File: src/rtl/io_map_pkg.sv
// Purpose : shared IO address map, STATUS bit positions and 7-seg digit-select encoding.
// Latency : n/a (constants, types and a pure function only).
// Backpressure: n/a.
package io_map_pkg;

    localparam logic [3:0] ADDR_DISP   = 4'h0;
    localparam logic [3:0] ADDR_SPEED  = 4'h4;
    localparam logic [3:0] ADDR_PERIOD = 4'h8;
    localparam logic [3:0] ADDR_STATUS = 4'hC;

    localparam int TICK_BIT = 0;
    localparam int OVR_BIT  = 1;

    localparam int DISP_W = 28;
    localparam int SEG_W  = 7;

    // Digit select is the top two bits of the scan counter; digit n shows disp[7n+6:7n].
    typedef enum logic [1:0] {
        DIGIT_0 = 2'd0,
        DIGIT_1 = 2'd1,
        DIGIT_2 = 2'd2,
        DIGIT_3 = 2'd3
    } digit_sel_e;

    // Active-low anode pattern for a selected digit.
    function automatic logic [3:0] digit_anode(input digit_sel_e d);
        case (d)
            DIGIT_0: return 4'b1110;
            DIGIT_1: return 4'b1101;
            DIGIT_2: return 4'b1011;
            default: return 4'b0111;
        endcase
    endfunction

endpackage

File: src/rtl/mmio_io_controller_switch_debouncer.sv
// Purpose : 2-flop synchronizer plus stability counter for one raw board switch.
// Latency : an input change that stays stable appears on sw_db 2 + DEBOUNCE_CYCLES cycles later.
// Backpressure: none; free-running.
// Ports   : CLK, RESET (async, active-high), sw_raw (asynchronous switch), sw_db (debounced level).
module switch_debouncer #(
    parameter int DEBOUNCE_CYCLES = 100000
) (
    input  logic CLK,
    input  logic RESET,
    input  logic sw_raw,
    output logic sw_db
);

    localparam int CNT_W = (DEBOUNCE_CYCLES > 1) ? $clog2(DEBOUNCE_CYCLES) : 1;

    logic             sync1_q, sync1_d;
    logic             sync2_q, sync2_d;
    logic             db_q, db_d;
    logic [CNT_W-1:0] cnt_q, cnt_d;

    always_ff @(posedge CLK or posedge RESET) begin
        if (RESET) begin
            sync1_q <= 1'b0;
            sync2_q <= 1'b0;
            db_q    <= 1'b0;
            cnt_q   <= '0;
        end else begin
            sync1_q <= sync1_d;
            sync2_q <= sync2_d;
            db_q    <= db_d;
            cnt_q   <= cnt_d;
        end
    end

    // The counter only runs while the synchronized level disagrees with the
    // accepted level; any return to agreement restarts the stability window.
    always_comb begin
        sync1_d = sw_raw;
        sync2_d = sync1_q;
        db_d    = db_q;
        cnt_d   = '0;
        if (sync2_q != db_q) begin
            if (cnt_q == CNT_W'(DEBOUNCE_CYCLES - 1)) begin
                db_d = sync2_q;
            end else begin
                cnt_d = cnt_q + CNT_W'(1);
            end
        end
    end

    assign sw_db = db_q;

endmodule

File: src/rtl/mmio_io_controller.sv
// Purpose : MIPS IO-port decode for display, debounced speed switches and game-tick timer; 7-seg scan.
// Latency : writes land on the CLK edge with IOWriteEn=1; IOReadData is combinational (0 cycles).
// Backpressure: none; every IO access completes in its own cycle.
// Ports   : CLK, RESET (async, active-high), IOAddr/IOWriteEn/IOWriteData/IOReadData (processor IO),
//           SPEEDSWITCHES (raw switches), AN (active-low digit enables), LED (active-low segments).
module mmio_io_controller
    import io_map_pkg::*;
#(
    parameter int SCAN_BITS       = 16,
    parameter int DEBOUNCE_CYCLES = 100000,
    parameter int TIMER_W         = 24
) (
    input  logic        CLK,
    input  logic        RESET,
    input  logic [3:0]  IOAddr,
    input  logic        IOWriteEn,
    input  logic [31:0] IOWriteData,
    output logic [31:0] IOReadData,
    input  logic [1:0]  SPEEDSWITCHES,
    output logic [3:0]  AN,
    output logic [6:0]  LED
);

    logic [DISP_W-1:0]    disp_q, disp_d;
    logic [TIMER_W-1:0]   period_q, period_d;
    logic [TIMER_W-1:0]   count_q, count_d;
    logic                 tick_q, tick_d;
    logic                 ovr_q, ovr_d;
    logic [SCAN_BITS-1:0] scan_q, scan_d;
    logic [1:0]           sw_db;
    logic                 tick_evt;
    digit_sel_e           digit;
    logic [SEG_W-1:0]     seg;

    logic wr_disp, wr_period, wr_status;
    assign wr_disp   = IOWriteEn && (IOAddr == ADDR_DISP);
    assign wr_period = IOWriteEn && (IOAddr == ADDR_PERIOD);
    assign wr_status = IOWriteEn && (IOAddr == ADDR_STATUS);

    // Upper store-data bits have no destination register.
    logic unused_wdata;
    assign unused_wdata = ^IOWriteData[31:DISP_W];

    for (genvar i = 0; i < 2; i++) begin : g_sw
        switch_debouncer #(
            .DEBOUNCE_CYCLES(DEBOUNCE_CYCLES)
        ) u_debouncer (
            .CLK   (CLK),
            .RESET (RESET),
            .sw_raw(SPEEDSWITCHES[i]),
            .sw_db (sw_db[i])
        );
    end

    always_ff @(posedge CLK or posedge RESET) begin
        if (RESET) begin
            disp_q   <= '0;
            period_q <= '0;
            count_q  <= '0;
            tick_q   <= 1'b0;
            ovr_q    <= 1'b0;
            scan_q   <= '0;
        end else begin
            disp_q   <= disp_d;
            period_q <= period_d;
            count_q  <= count_d;
            tick_q   <= tick_d;
            ovr_q    <= ovr_d;
            scan_q   <= scan_d;
        end
    end

    always_comb begin
        disp_d   = disp_q;
        period_d = period_q;
        count_d  = count_q;
        tick_d   = tick_q;
        ovr_d    = ovr_q;
        tick_evt = 1'b0;
        scan_d   = scan_q + SCAN_BITS'(1);

        if (wr_disp) begin
            disp_d = IOWriteData[DISP_W-1:0];
        end

        // A PERIOD store restarts the count from the new value and
        // pre-empts any reload/tick that would have happened this cycle.
        if (wr_period) begin
            period_d = IOWriteData[TIMER_W-1:0];
            count_d  = IOWriteData[TIMER_W-1:0];
        end else if (period_q != '0) begin
            if (count_q == TIMER_W'(1)) begin
                count_d  = period_q;
                tick_evt = 1'b1;
            end else begin
                count_d = count_q - TIMER_W'(1);
            end
        end

        if (tick_evt) begin
            tick_d = 1'b1;
            if (tick_q) begin
                ovr_d = 1'b1;
            end
        end

        // Clearing STATUS drops overrun unconditionally, but a tick landing in
        // the same cycle survives so software never misses it.
        if (wr_status) begin
            ovr_d = 1'b0;
            if (!tick_evt) begin
                tick_d = 1'b0;
            end
        end
    end

    always_comb begin
        IOReadData = '0;
        case (IOAddr)
            ADDR_DISP:   IOReadData = {4'b0, disp_q};
            ADDR_SPEED:  IOReadData = {30'b0, sw_db};
            ADDR_PERIOD: IOReadData = 32'(period_q);
            ADDR_STATUS: begin
                IOReadData[TICK_BIT] = tick_q;
                IOReadData[OVR_BIT]  = ovr_q;
            end
            default:     IOReadData = '0;
        endcase
    end

    always_comb begin
        digit = digit_sel_e'(scan_q[SCAN_BITS-1 -: 2]);
        case (digit)
            DIGIT_0: seg = disp_q[6:0];
            DIGIT_1: seg = disp_q[13:7];
            DIGIT_2: seg = disp_q[20:14];
            default: seg = disp_q[27:21];
        endcase
        AN  = digit_anode(digit);
        LED = ~seg;
    end

endmodule

File: config.mk
export PLATFORM = sky130hd
export DESIGN_NAME = mmio_io_controller
export DESIGN_NICKNAME = d
export VERILOG_FILES = /design/src/rtl/io_map_pkg.sv /design/src/rtl/mmio_io_controller_switch_debouncer.sv /design/src/rtl/mmio_io_controller.sv
export SDC_FILE = /design/constraint.sdc
export NUM_CORES = 1
export LEC_CHECK = 0
export CORE_ASPECT_RATIO = 1.1
export CORE_MARGIN = 2
export CORE_UTILIZATION = 30
export CTS_BUF_LIST = sky130_fd_sc_hd__clkbuf_8 sky130_fd_sc_hd__clkbuf_16
export CTS_CLUSTER_DIAMETER = 80
export DETAILED_ROUTE_END_ITERATION = 8
export GPL_ROUTABILITY_DRIVEN = 1
export HOLD_SLACK_MARGIN = 0.08
export PLACE_DENSITY = 0.59
export REMOVE_ABC_BUFFERS = 1
export SLEW_MARGIN = 5
export SYNTH_ARGS = -nofsm -noshare
export SYNTH_HDL_FRONTEND = slang
export SYNTH_SLANG_ARGS = --single-unit
File: constraint.sdc
create_clock -name CLK -period 6.8 [get_ports CLK]
set_input_delay 1.36 -clock CLK [delete_from_list [all_inputs] [get_ports CLK]]
set_output_delay 1.36 -clock CLK [all_outputs]
set_load 0.02 [all_outputs]
-- Yosys cells after proc, flatten, opt, wreduce, memory -nomap -nowiden
Index checks and enable logic that the tools add are counted.
Widths: inputs -> output; s select.
- bits of input ports: 41
- memories kept: 0
- register bits: 134
- latch bits: 0
- bits in writable memories: 0
- memory bits (read-only): 0
- muxes and demuxes: 20
- $mul: 0
- bitwise gates (word level): 1
- eq/ne operators: 10
- magnitude comparators: 0
- divide/modulo/power cells: 0
- $add $sub $neg: 4
- reductions and logical operators: 12
- shift operators: 0
- operator list (operator ; count):
    $mux 24 ; 3
    $mux 17 ; 4
    $pmux 26 s2 ; 1
    $add 17x1->17 const B ; 2
    $eq 17x17->1 const B ; 2
    $eq 24x1->1 const B ; 1
    $reduce_bool 24->1 ; 1
    $sub 24x1->24 const B ; 1
    $pmux 7 s3 ; 1
    $add 16x1->16 const B ; 1
    $pmux 4 s3 ; 1
    $mux 1 ; 9
    $eq 4x4->1 const B ; 2
    $pmux 2 s4 ; 1
    $not 7->7 ; 1
    $reduce_and 2->1 ; 3
    $reduce_bool 2->1 ; 3
    $eq 4x3->1 const B ; 1
    $logic_not 4->1 ; 1
    $logic_and 1x1->1 ; 3
    $eq 2x1->1 const B ; 1
    $eq 2x2->1 const B ; 1
    $logic_not 2->1 ; 1
    $ne 1x1->1 ; 2

-- Longest topological paths before layout
- depth in word-level cells: 7
- mapped depth: 9

-- Hierarchy
A second synthesis with hierarchy kept.
- cells, all modules: 693
- area total of the unflattened synthesis: 7051.8 µm²
- modules (own cells, without submodules) (module ; cells each ; instances ; seq. area each (µm²) ; area each (µm²)):
    mmio_io_controller ; 515 ; 1 ; 2352.3 ; 5175.0
    switch_debouncer ; 89 ; 2 ; 500.5 ; 938.4

-- Worst setup path before layout
Ideal clock, no wire load.
- path kind: input-to-output
- start: input IOAddr[2]
- end: output IOReadData[10]
- buffers on the path: 2
- arrival time: 2.772 ns
- setup slack: 2.668 ns
- stages on the path: 4
- data required time: 5.440 ns
- cell sequence: clkbuf_1 > nor4b_1 > clkbuf_1 > a22o_1
- longest elaborated chain between the ends: 2
- elaborated cells between the ends (all ways): 3
- ends and longest elaborated chain (item ; line ; source):
    from (decl) ; mmio_io_controller.sv:15 ; input logic [3:0] IOAddr,
    $eq 4x4->1 / $logic_not 4->1 (equally long branches) ; mmio_io_controller.sv:119 ; case (IOAddr)
    $pmux 26 s2 (*) ; mmio_io_controller.sv:119 ;
    to (decl) ; mmio_io_controller.sv:18 ; output logic [31:0] IOReadData,
Every way passes the cells marked *; elsewhere a longest branch is shown, timed or not.

-- Worst setup path after layout
- start: input IOAddr[2]
- end: output IOReadData[22]
The elaborated chain is that of the path after synthesis.

==> reports/qor.csv <==
stage,metric,value,unit
detailed_routing,Post-DRT Antenna Nets,0,
sta,worst slew pin tran,0.957,ns
synth,Post-Synthesis Cells,687,
sta,fmax,205,MHz
power_and_ir_drop,total power,2360,uW
clock_network,Worst-path clk slew,0.05,ns
setup_path,CP Max Fanout,24,
global_route,largest net degree at the start of global routing,86,
power_and_ir_drop,VDD IR max,0.156,mV
synth,Post-synth EDFFs,0,
die,Ports,84,
setup_path,critical path data required time,5.44,ns
die,DIE WIDTH,147,microns
power_and_ir_drop,fraction of power spent switching nets,28.4,%
detailed_routing,Highest Signal Layer,met4,
clock_network,CTS tree,done,
power_and_ir_drop,PwrDens,279,mW/mm^2
run_status,outcome,finished clean,
clock_network,# Post-CTS Setup Buffers,0,
clock_network,root buffer cell,clkbuf_16,
synth,Avg Synthesized Cell Area,9.88,sq um
global_route,antenna violations before repair,0,
sta,Fin Setup TNS,0,ns
detailed_routing,met3 wire len,821,microns
sta,final setup fails,0,
worst_hold_path,Hold Path Class,flop to flop,
sta,Clock Skew,0.00898,ns
power_and_ir_drop,Sequential Power Share,45.4,%
sta,Rel. slew slack,35.7,%
clock_network,TritonCTS buffer count,17,
sta,unrepaired setup endpoints after global routing,false,
final_layout,# diodes,0,
detailed_routing,first drt pass iteration count,5,
power_and_ir_drop,Leak Pwr,0.00362,uW
power_and_ir_drop,P_int,1690,uW
final_layout,Area growth syn-to-layout,24.5,%
synth,Post-Syn Area,0.00679,sq mm
detailed_routing,routed vias/inst,5.06,
detailed_routing,initial drt markers,313,
die,core area,0.0222,sq mm
flow_run,max-cap viol count,0,
setup_path,Worst EP arrival,3.52,ns
setup_path,Worst Setup Start Kind,input port,
synth,Most used DFF post-synth,dfrtp_1,
clock_network,Resized cells post-CTS,0,
global_route,vias in the first global route,5271,
clock_network,Clock Latency Late Sink,0.42,ns
detailed_routing,via count,5415,
sta,minimum clock period,4.88,ns
power_and_ir_drop,combinational group share of total power,15.7,%
clock_network,htree depth,4,
setup_path,crit end category,output port,
clock_network,"Hold-fix buffers, CTS",0,
die,die area,0.0238,sq mm
sta,"Hold Vio Cnt, Final",0,
detailed_routing,Total Wirelength,18.0,mm
global_route,grt total ovfl,0,
clock_network,# clock sinks,134,
sta,Tcrit/Tclk final,71.7,%
die,initial core utilization,30.6,%
sta,final hold slack,0.355,ns
synth,ys async rst share,100,%
die,Die Y,162,microns
place,Final HPWL DP,12.0,mm
power_and_ir_drop,Clock power frac,38.9,%
detailed_routing,WL met2,8.68,mm
final_layout,share of layout cells above drive strength 1,11.7,%
global_route,first-pass GRT wire length,29.1,mm
setup_path,Critical Setup Path Class,input port to output port,
synth,Syn. warnings,0,
synth,Cell variety after synth,58,
sta,Slew Limit Fails,0,
final_layout,Final nets,809,
die,row cnt,57,
detailed_routing,M1 wire length,8.21,mm
detailed_routing,# DRC,0,
synth,"Seq/Total Area, Yosys",49.4,%
final_layout,post-route cell area,0.00845,sq mm
power_and_ir_drop,sw power,671,uW
synth,synthesized flop and latch total,134,
detailed_routing,Avg WL per Cell,16.8,microns
place,Post-Place Cell Area,0.00787,sq mm
place,Port-buffer cells,75,
place,gpl congestion,0.813,
clock_network,Bufs on Longest Clock Path,2,
global_route,Total Routing Usage GR,15.6,%
flip-flops by register name, indices dropped and copies added (netlist names):
| signal | flops |
|---|---|
| g_sw.u_debouncer.cnt_q | 34 |
| disp_q | 28 |
| count_q | 24 |
| period_q | 24 |
| scan_q | 16 |
| g_sw.u_debouncer.sw_db | 2 |
| g_sw.u_debouncer.sync1_q | 2 |
| g_sw.u_debouncer.sync2_q | 2 |
| ovr_q | 1 |
| tick_q | 1 |
power by group through the flow:
stage                     sequential, uW  combinational (uW)  clock [uW]
final                               1070                 371         919
after global routing                1090                 412         974
after CTS                           1070                 376         935
after detailed placement            1080                 373           0
after global placement              1080                 365           0
after floorplan                     1020                 260           0
placed cells by master (no fill, tap or decap), drive strengths merged, types with 3 or more instances in the layout:
master	n
and4	4
mux4	9
o21ai	26
a2bb2oi	5
clkbuf	18
bufinv	3
or4	4
nor2	75
o221ai	5
clkdlybuf4s50	75
a31oi	5
mux2	31
buf	10
xor2	27
nand2	117
inv	23
a21oi	17
nor3	11
ha	5
clkinv	3
dfrtp	134
nand2b	4
and3	9
nand4	11
o211ai	5
conb	4
clkinvlp	3
and2	9
or2	4
nor4	17
a22o	23
nand3	28
xnor2	22
worst paths after layout:
path / startpoint / end / slack (ns) / cells after the start
worst max-delay path: IOAddr[2] / IOReadData[22] / 1.92 / 5
worst min-delay path: g_sw[0].u_debouncer.sync1_q / g_sw[0].u_debouncer.sync2_q / 0.35 / 0
worst max register to register: count_q[10] / count_q[11] / 3.84 / 6
worst min register to register: g_sw[0].u_debouncer.sync1_q / g_sw[0].u_debouncer.sync2_q / 0.35 / 0
max in group asynchronous: RESET / count_q[8] / 4.13 / 3
min in group asynchronous: RESET / g_sw[0].u_debouncer.cnt_q[3] / 1.47 / 2
through the flow:
step                      cells  setup WS (ns)  utilization (%)
after floorplan             659           1.55                -
after global placement     1039           1.94             35.5
after detailed placement   1039           1.92             35.5
after CTS                  1070           1.91             38.1
after global routing       1070           1.84             38.1
final                      1070           1.92             38.1
cell type report:
cell class	count	area [sq um]
sequential	134	3350
fill	2199	13700
multi-input combinational	506	3240
clock inverter	13	143
inverter	19	76.3
timing repair buffer	85	826
clock buffer	18	439
tap	295	369
kinds of logic after synthesis:
family / count (synthesis) / synth area share (%)
DFF: 134 / 49.4
buffers and inverters: 50 / 3.34
other: 1 / 0.0552
xor gates and xnor gates: 49 / 6.32
and+or+nand+nor: 305 / 21.4
muxes: 40 / 8.13
adders and majority gates: 5 / 0.922
AOI/OAI and AO/OA: 103 / 10.5
worst max-delay path, cell delays in order:
cell and delay (ns):
clkdlybuf4s50_1 0.58, nor4b_2 0.34, buf_4 0.36, a22o_1 0.25
clkdlybuf4s50_1 0.61
cells in the mapped netlist (all sizes together) (5+ instances only):
master | instances | area (sq um)
xor2 | 27 | 236
clkbuf | 22 | 82.6
dfrtp | 134 | 3350
a21oi | 17 | 85.1
and3 | 9 | 56.3
a2bb2oi | 5 | 43.8
buf | 9 | 72.6
nor2 | 75 | 282
a31oi | 5 | 31.3
nor4 | 17 | 125
ha | 5 | 62.6
nand3 | 28 | 140
mux2 | 31 | 349
nand2 | 117 | 439
o211ai | 5 | 37.5
a22o | 23 | 201
mux4 | 9 | 203
nor3 | 11 | 55.1
inv | 19 | 71.3
o21ai | 26 | 130
o221ai | 5 | 43.8
and2 | 9 | 56.3
xnor2 | 22 | 193
nand4 | 11 | 68.8
metal layers:
metal | global-route usage (%) | up-vias
met3 | 3.48 | 22
met4 | 4.81 | 0
li1 | - | 2573
met5 | 0 | -
met1 | 20.9 | 2684
met2 | 25.5 | 136
Note: power is estimated with default switching activity, not from simulation.
